## config.mk

```make
export PLATFORM = sky130hd
export DESIGN_NAME = sha256_msg_padder
export DESIGN_NICKNAME = d
export VERILOG_FILES = /design/src/rtl/sha256_pkg.sv /design/src/rtl/sha256_msg_padder.sv
export SDC_FILE = /design/constraint.sdc
export NUM_CORES = 1
export LEC_CHECK = 0
export BUFFER_PORTS_ARGS = -buffer_cell sky130_fd_sc_hd__buf_4
export CAP_MARGIN = 20
export CORE_ASPECT_RATIO = 1.75
export CORE_MARGIN = 2
export CORE_UTILIZATION = 35
export CTS_CLUSTER_SIZE = 10
export DETAILED_ROUTE_END_ITERATION = 10
export PLACE_DENSITY = 0.61
export SETUP_SLACK_MARGIN = 0.15
export SYNTH_ARGS = -nofsm -noshare
export SYNTH_HDL_FRONTEND = slang
export SYNTH_SLANG_ARGS = --single-unit
```

## constraint.sdc

```tcl
create_clock -name clk -period 5.93 [get_ports clk]
set_input_delay 0.593 -clock clk [delete_from_list [all_inputs] [get_ports clk]]
set_output_delay 0.593 -clock clk [all_outputs]
set_load 0.03 [all_outputs]
```

## src/rtl/sha256_pkg.sv

```systemverilog
// Shared SHA-256 definitions: padder FSM states, the padding marker word and
// the block/padding arithmetic used by both the padder and the hash core.
package sha256_pkg;

    typedef enum logic [2:0] {
        IDLE,
        REQ,
        WAIT,
        EMIT,
        PAD
    } state_t;

    localparam logic [31:0] PAD_WORD = 32'h8000_0000;

    // 512-bit blocks needed for a message of num_words words: the message,
    // the 0x80000000 marker and the two-word bit length must all fit.
    function automatic int unsigned num_blocks(input int unsigned num_words);
        return (num_words + 3 + 15) / 16;
    endfunction

    // Word at stream position n when n is past the message body.
    function automatic logic [31:0] pad_word_sel(input int unsigned n,
                                                 input int unsigned num_words);
        int unsigned total;
        total = 16 * num_blocks(num_words);
        if (n == num_words) begin
            return PAD_WORD;
        end else if (n == total - 1) begin
            return 32'(num_words * 32'd32);
        end else begin
            return 32'h0000_0000;
        end
    endfunction

endpackage

```

## src/rtl/sha256_msg_padder.sv

```systemverilog
// Reads a NUM_OF_WORDS-word message from a synchronous memory and emits the
// SHA-256 padded word stream (message, marker, zeros, bit length) over a
// valid/ready interface, one 16-word block after another.
module sha256_msg_padder
    import sha256_pkg::*;
#(
    parameter int unsigned NUM_OF_WORDS = 20
) (
    input  logic        clk,
    input  logic        reset,
    input  logic        start,
    input  logic [15:0] message_addr,
    output logic        busy,
    output logic        done,
    output logic        mem_clk,
    output logic        mem_we,
    output logic [15:0] mem_addr,
    input  logic [31:0] mem_read_data,
    output logic        w_valid,
    input  logic        w_ready,
    output logic [31:0] w_data,
    output logic [3:0]  w_index,
    output logic        w_last_block,
    output logic        w_last
);

    localparam int unsigned CNT_W = 16;
    localparam int unsigned TOTAL = 16 * num_blocks(NUM_OF_WORDS);
    localparam logic [CNT_W-1:0] MSG_N      = CNT_W'(NUM_OF_WORDS);
    localparam logic [CNT_W-1:0] LAST_N     = CNT_W'(TOTAL - 1);
    localparam logic [CNT_W-1:0] LAST_BLK_N = CNT_W'(TOTAL - 16);

    state_t            state;
    logic [15:0]       base;
    logic [CNT_W-1:0]  n;
    logic [CNT_W-1:0]  n_next_c;
    logic [31:0]       pad_next_c;

    assign mem_clk = clk;
    assign mem_we  = 1'b0;

    // Position and padding content of the word that follows the current one.
    assign n_next_c   = n + CNT_W'(1);
    assign pad_next_c = pad_word_sel(32'(n_next_c), NUM_OF_WORDS);

    // Stream sequencer. mem_addr is loaded on entry to REQ so the address is
    // on the bus during REQ and the memory answers during WAIT.
    always_ff @(posedge clk or posedge reset) begin
        if (reset) begin
            state        <= IDLE;
            base         <= '0;
            n            <= '0;
            busy         <= 1'b0;
            done         <= 1'b0;
            mem_addr     <= '0;
            w_valid      <= 1'b0;
            w_data       <= '0;
            w_index      <= '0;
            w_last_block <= 1'b0;
            w_last       <= 1'b0;
        end else begin
            done <= 1'b0;
            case (state)
                IDLE: begin
                    if (start) begin
                        base     <= message_addr;
                        mem_addr <= message_addr;
                        n        <= '0;
                        busy     <= 1'b1;
                        state    <= REQ;
                    end
                end
                REQ: begin
                    state <= WAIT;
                end
                WAIT: begin
                    w_data       <= mem_read_data;
                    w_valid      <= 1'b1;
                    w_index      <= n[3:0];
                    w_last_block <= (n >= LAST_BLK_N);
                    w_last       <= (n == LAST_N);
                    state        <= EMIT;
                end
                EMIT: begin
                    if (w_ready) begin
                        n <= n_next_c;
                        if (n_next_c < MSG_N) begin
                            w_valid  <= 1'b0;
                            mem_addr <= 16'(base + n_next_c);
                            state    <= REQ;
                        end else begin
                            w_data       <= pad_next_c;
                            w_index      <= n_next_c[3:0];
                            w_last_block <= (n_next_c >= LAST_BLK_N);
                            w_last       <= (n_next_c == LAST_N);
                            state        <= PAD;
                        end
                    end
                end
                PAD: begin
                    if (w_ready) begin
                        if (n == LAST_N) begin
                            w_valid <= 1'b0;
                            busy    <= 1'b0;
                            done    <= 1'b1;
                            state   <= IDLE;
                        end else begin
                            n            <= n_next_c;
                            w_data       <= pad_next_c;
                            w_index      <= n_next_c[3:0];
                            w_last_block <= (n_next_c >= LAST_BLK_N);
                            w_last       <= (n_next_c == LAST_N);
                        end
                    end
                end
                default: begin
                    state <= IDLE;
                end
            endcase
        end
    end

endmodule

```

# Word-level counts from Yosys, hierarchy flattened
# Index checks and enable logic that the tools add are counted.
[op_classes]
n_eq_ne = 14
n_mux = 47
n_lt_le_gt_ge = 3
add_sub_neg = 2
reduce_logical = 12
[op_table]
columns = ["op", "count"]
rows = [
  ["$mux 32", 5],
  ["$mux 16", 7],
  ["$pmux 32 s3", 1],
  ["$eq 16x5->1 const B", 3],
  ["$pmux 16 s3", 1],
  ["$ge 16x5->1 const B", 2],
  ["$pmux 16 s2", 1],
  ["$add 16x1->16 const B", 1],
  ["$add 16x16->16", 1],
  ["$lt 16x5->1 const B", 1],
  ["$mux 1", 16],
  ["$mux 4", 4],
  ["$mux 3", 5],
  ["$pmux 3 s5", 1],
  ["$reduce_and 5->1", 3],
  ["$ne 2x2->1 const B", 7],
  ["$pmux 4 s3", 1],
  ["$reduce_and 4->1", 3],
  ["$mux 10", 1],
  ["$pmux 1 s3", 3],
  ["$eq 3x2->1 const B", 2],
  ["$reduce_bool 3->1", 2],
  ["$reduce_bool 2->1", 2],
  ["$eq 3x1->1 const B", 1],
  ["other kinds (4)", 4],
]
[word_totals]
input_bits = 52
elab_cells = 89
out_inout_bits = 59
regBits = 92

# Logic depth before layout (Yosys ltp)
[logic_depth]
depth_word = 7
ltp_mapped = 14
ltp_nobuf = 13

==> run summary <==
The flow ran to the end, and the final reports show no timing, DRC or antenna violations. The total instance count after detailed placement is 835, and the initial antenna violation count is 0. STA classifies the critical path startpoint as a clock port. Summing internal, switching and leakage power gives 3.44 mW. For the total congestion overflow after global routing, the log shows 0.

The run gives 0.422 as the share of synthesized area occupied by flip-flops and latches. The HPWL after detailed placement is 9910 um. The logs give 0.209 for the share of power burned in the clock network and 1.46 mW for the switching power summed over all nets. Dominant combinational cell family by area after synthesis: simple AND/OR/NAND/NOR gates. The die covers 0.0167 mm2.

Fraction of synthesized cell area taken by the top area cell type: 0.422. For the via count of the first global-routing pass, the log shows 4442. During synthesis, Yosys emitted a total of 0 warnings.

Synthesized area per cell: 9.54 um2. The area share of xor/xnor cells in the synthesized design came out at 0.0442. The clock reaches the later pin of the worst-skew pair after 0.46 ns.

Setup repair after global routing left no endpoint under its margin. Compared with the post-synthesis result, the final layout area differs by 24.1%. Synthesis produced 572 cells. Entering global routing, the biggest net connects 55 pins. The sequential cell area in the final layout is 0.00230 mm2. The number of different library cells used by synthesis comes to 67. The accumulated negative setup slack is 0 ns, and the number of vias in the routed layout is 4445. The proportion of layout cells with a drive suffix above 1 was 0.251; the total wirelength of the detailed-routed design was 13500 um. The internal power of the cells totals 1.98 mW.

The share of cell area taken by muxes after synthesis came out at 0.112. For this design, the CTS-stage hold fixing added 0 buffers. In the routed design, unresolved DRC markers number 0. The final cell count without fillers is 855.

Of all nets on the critical path, the largest fanout is 2. The count of nets left with antenna violations once routing finished came out at 0. The initialized floorplan defines 60 standard-cell rows.

The number of nets in the finished design is 737, and the number of enable-type register cells in the synthesized netlist is 0. 0 antenna diodes ended up in the layout. The overall routing resource usage is 0.165, and the area occupied by multi-input gates is 0.00280 mm2. Dividing the detail-routed via count by the number of cells gives 5.20. The total power density per cell area came out at 508 mW/mm2. Cell type contributing the most total cell area after synthesis: dfrtp_1.

Adder-cell share of the synthesized area: 0.0495. The logs give 0.00546 mm2 for the post-synthesis cell area and 3.25 nW for the leakage power summed over all cells. When the netlist entered floorplanning its net count stood at 645. The tightest min-delay check is of the primary input to asynchronous set/reset pin type. The floorplan step defined a core boundary enclosing 0.0153 mm2. The data required time of the critical path was 5.34 ns. The portion of total power attributed to sequential cells was 0.299; the number of hold violations in the final report was 0.

TritonCTS built the clock tree. The run gives 174 as the violation count after the first detailed-routing iteration. For this run, the leading register cell type out of synthesis is dfrtp_1.

The headroom to the max-slew limit is 0.488, and the final core utilization is 0.442. The effective utilization at floorplan came out at 0.356. The share of the synthesized area in compound gates (AO/OA/AOI/OAI) is 0.136, and the count of input and output buffers is 109. After synthesis the netlist holds a flip-flop and latch count of 92. The wire length per cell is 15.7 um. The post-place setup slack is 2.23 ns, and the clock tree skew after final layout is 0.0124 ns. Post-CTS timing repair inserted 0 buffers for setup.

The tool flagged a number of max-cap violations equal to 0. The simple-gate area share of the yosys netlist works out to 0.165. At the end of routability-driven placement, the weighted congestion stood at 0.861. Setup violations remaining at the end of the flow were counted as 0.

The run gives 0 as the total of cells resized after clock tree synthesis. For the pin with the worst max-slew slack, the measured transition is 0.768 ns. For the worst setup path, the data arrival time is 3.37 ns. Counting cells, the worst reg-to-reg path comes to 13. The tools report the fill cell total of the finished layout as 1514.

After synthesis, the cell types taking the most area are dfrtp_1, mux2i_1, nand2_1. Overall die width: 98.4 um. IR analysis of the VDD net gives a maximum drop of 0.000303 V. The async set-reset flop share out of synthesis was 1.00; the setup slack after layout was 1.97 ns. The run gives 0.492 as the portion of total power attributed to combinational logic. The fraction of power spent switching nets is 0.425, and the wire length of the first global-routing pass is 22000 um. STA classifies the critical path endpoint as a primary output. Number of primary I/O pins: 111. The clock transition at the registers of the reported paths came out at 0.07 ns. The die outline height was 169 um; the number of detailed-routing iterations run before antenna repair was 4. The final max-slew violation count is 0. The type of the worst setup path was clock port to primary output.
==> power groups by stage <==
stage               registers (mW)  logic [mW]  clock network [mW]
global placement              1.03        1.65              0.0253
finish                        1.03        1.69               0.721
floorplan                     1.30       0.925              0.0253
detailed placement            1.04        1.68              0.0253
global route                  1.06        1.86               0.775
CTS                           1.03        1.69               0.744
==> area by class of cell <==
type                    instances  share of cell area
well taps                     186              0.0343
repair buffers                113               0.128
clock buffers                  13              0.0454
multi-input cells             396               0.414
inverters                      48              0.0268
flip-flops and latches         92               0.340
clock inverters                 7              0.0118
==> cells by family after synthesis <==
group | count (synthesis)
compound gates | 107
xor+xnor | 26
fa+ha+maj | 21
buf+inv | 84
flops | 92
mux | 58
other cells | 1
simple gates | 183
==> cell usage after synthesis (all sizes together) (4+ instances only) <==
cell type   n
dfrtp      92
nand2      80
inv        48
nor2       38
mux2i      32
mux2       26
o21ai      25
buf        20
ha         20
xnor2      17
clkbuf     16
a21oi      15
a31oi      15
nand3      13
nand4       8
nor3        8
xor2        8
a22o        7
and3        7
a211o       5
nand2b      5
nor4        5
o31ai       5
o41ai       5
and2        4
o211ai      4
==> metal layers <==
layer	share of wire	GRT usage	wire, um	vias to the layer above
met2	0.54	0.305	7310	111
met4	0.016	0.0691	213	0
met3	0.039	0.0301	519	13
li1	-	-	-	2169
met1	0.40	0.185	5420	2152
met5	0	0	0	-
==> flip-flops by register name (all words and copies together), names as in the netlist <==
register and count:
w_valid 1, w_data 32, done 1, n 16, w_last_block 1, w_index 4
mem_addr 16, base 16, state 3, w_last 1, busy 1
==> worst max-delay path, stage by stage <==
cell	delay [ns]
clkbuf_16	0.12
clkbuf_16	0.13
buf_4	0.16
==> metrics by stage <==
step,hold WS (ns),cell area (um2)
after floorplan,0.487,5460
after global placement,0.474,6370
after detailed placement,0.479,6370
after CTS,0.240,6750
after global routing,0.272,6780
final,0.219,6780
==> worst paths after layout <==
kind                             startpoint      endpoint  slack [ns]
setup / recovery                        clk       mem_clk        1.97
hold / removal                        reset    w_data[26]        0.22
setup reg to reg                       n[1]  mem_addr[15]        2.38
hold reg to reg                  w_index[1]    w_index[1]        0.49
max in group asynchronous             reset      state[0]        4.57
min in group clk           message_addr[14]      base[14]        0.37
==> cells in the final DEF, fill, tap and decap left out, drive strengths merged, types with 7 or more instances in the layout <==
| cell type | instances |
|---|---|
| inv | 51 |
| a22o | 7 |
| nand3 | 13 |
| xnor2 | 17 |
| a31oi | 15 |
| and3 | 7 |
| mux2i | 32 |
| xor2 | 8 |
| o21ai | 25 |
| buf | 114 |
| clkbuf | 12 |
| nand4 | 8 |
| a21oi | 15 |
| nor2 | 38 |
| nor3 | 8 |
| dfrtp | 92 |
| nand2 | 80 |
| mux2 | 26 |
| ha | 20 |
(Power assumes the default switching activity.)
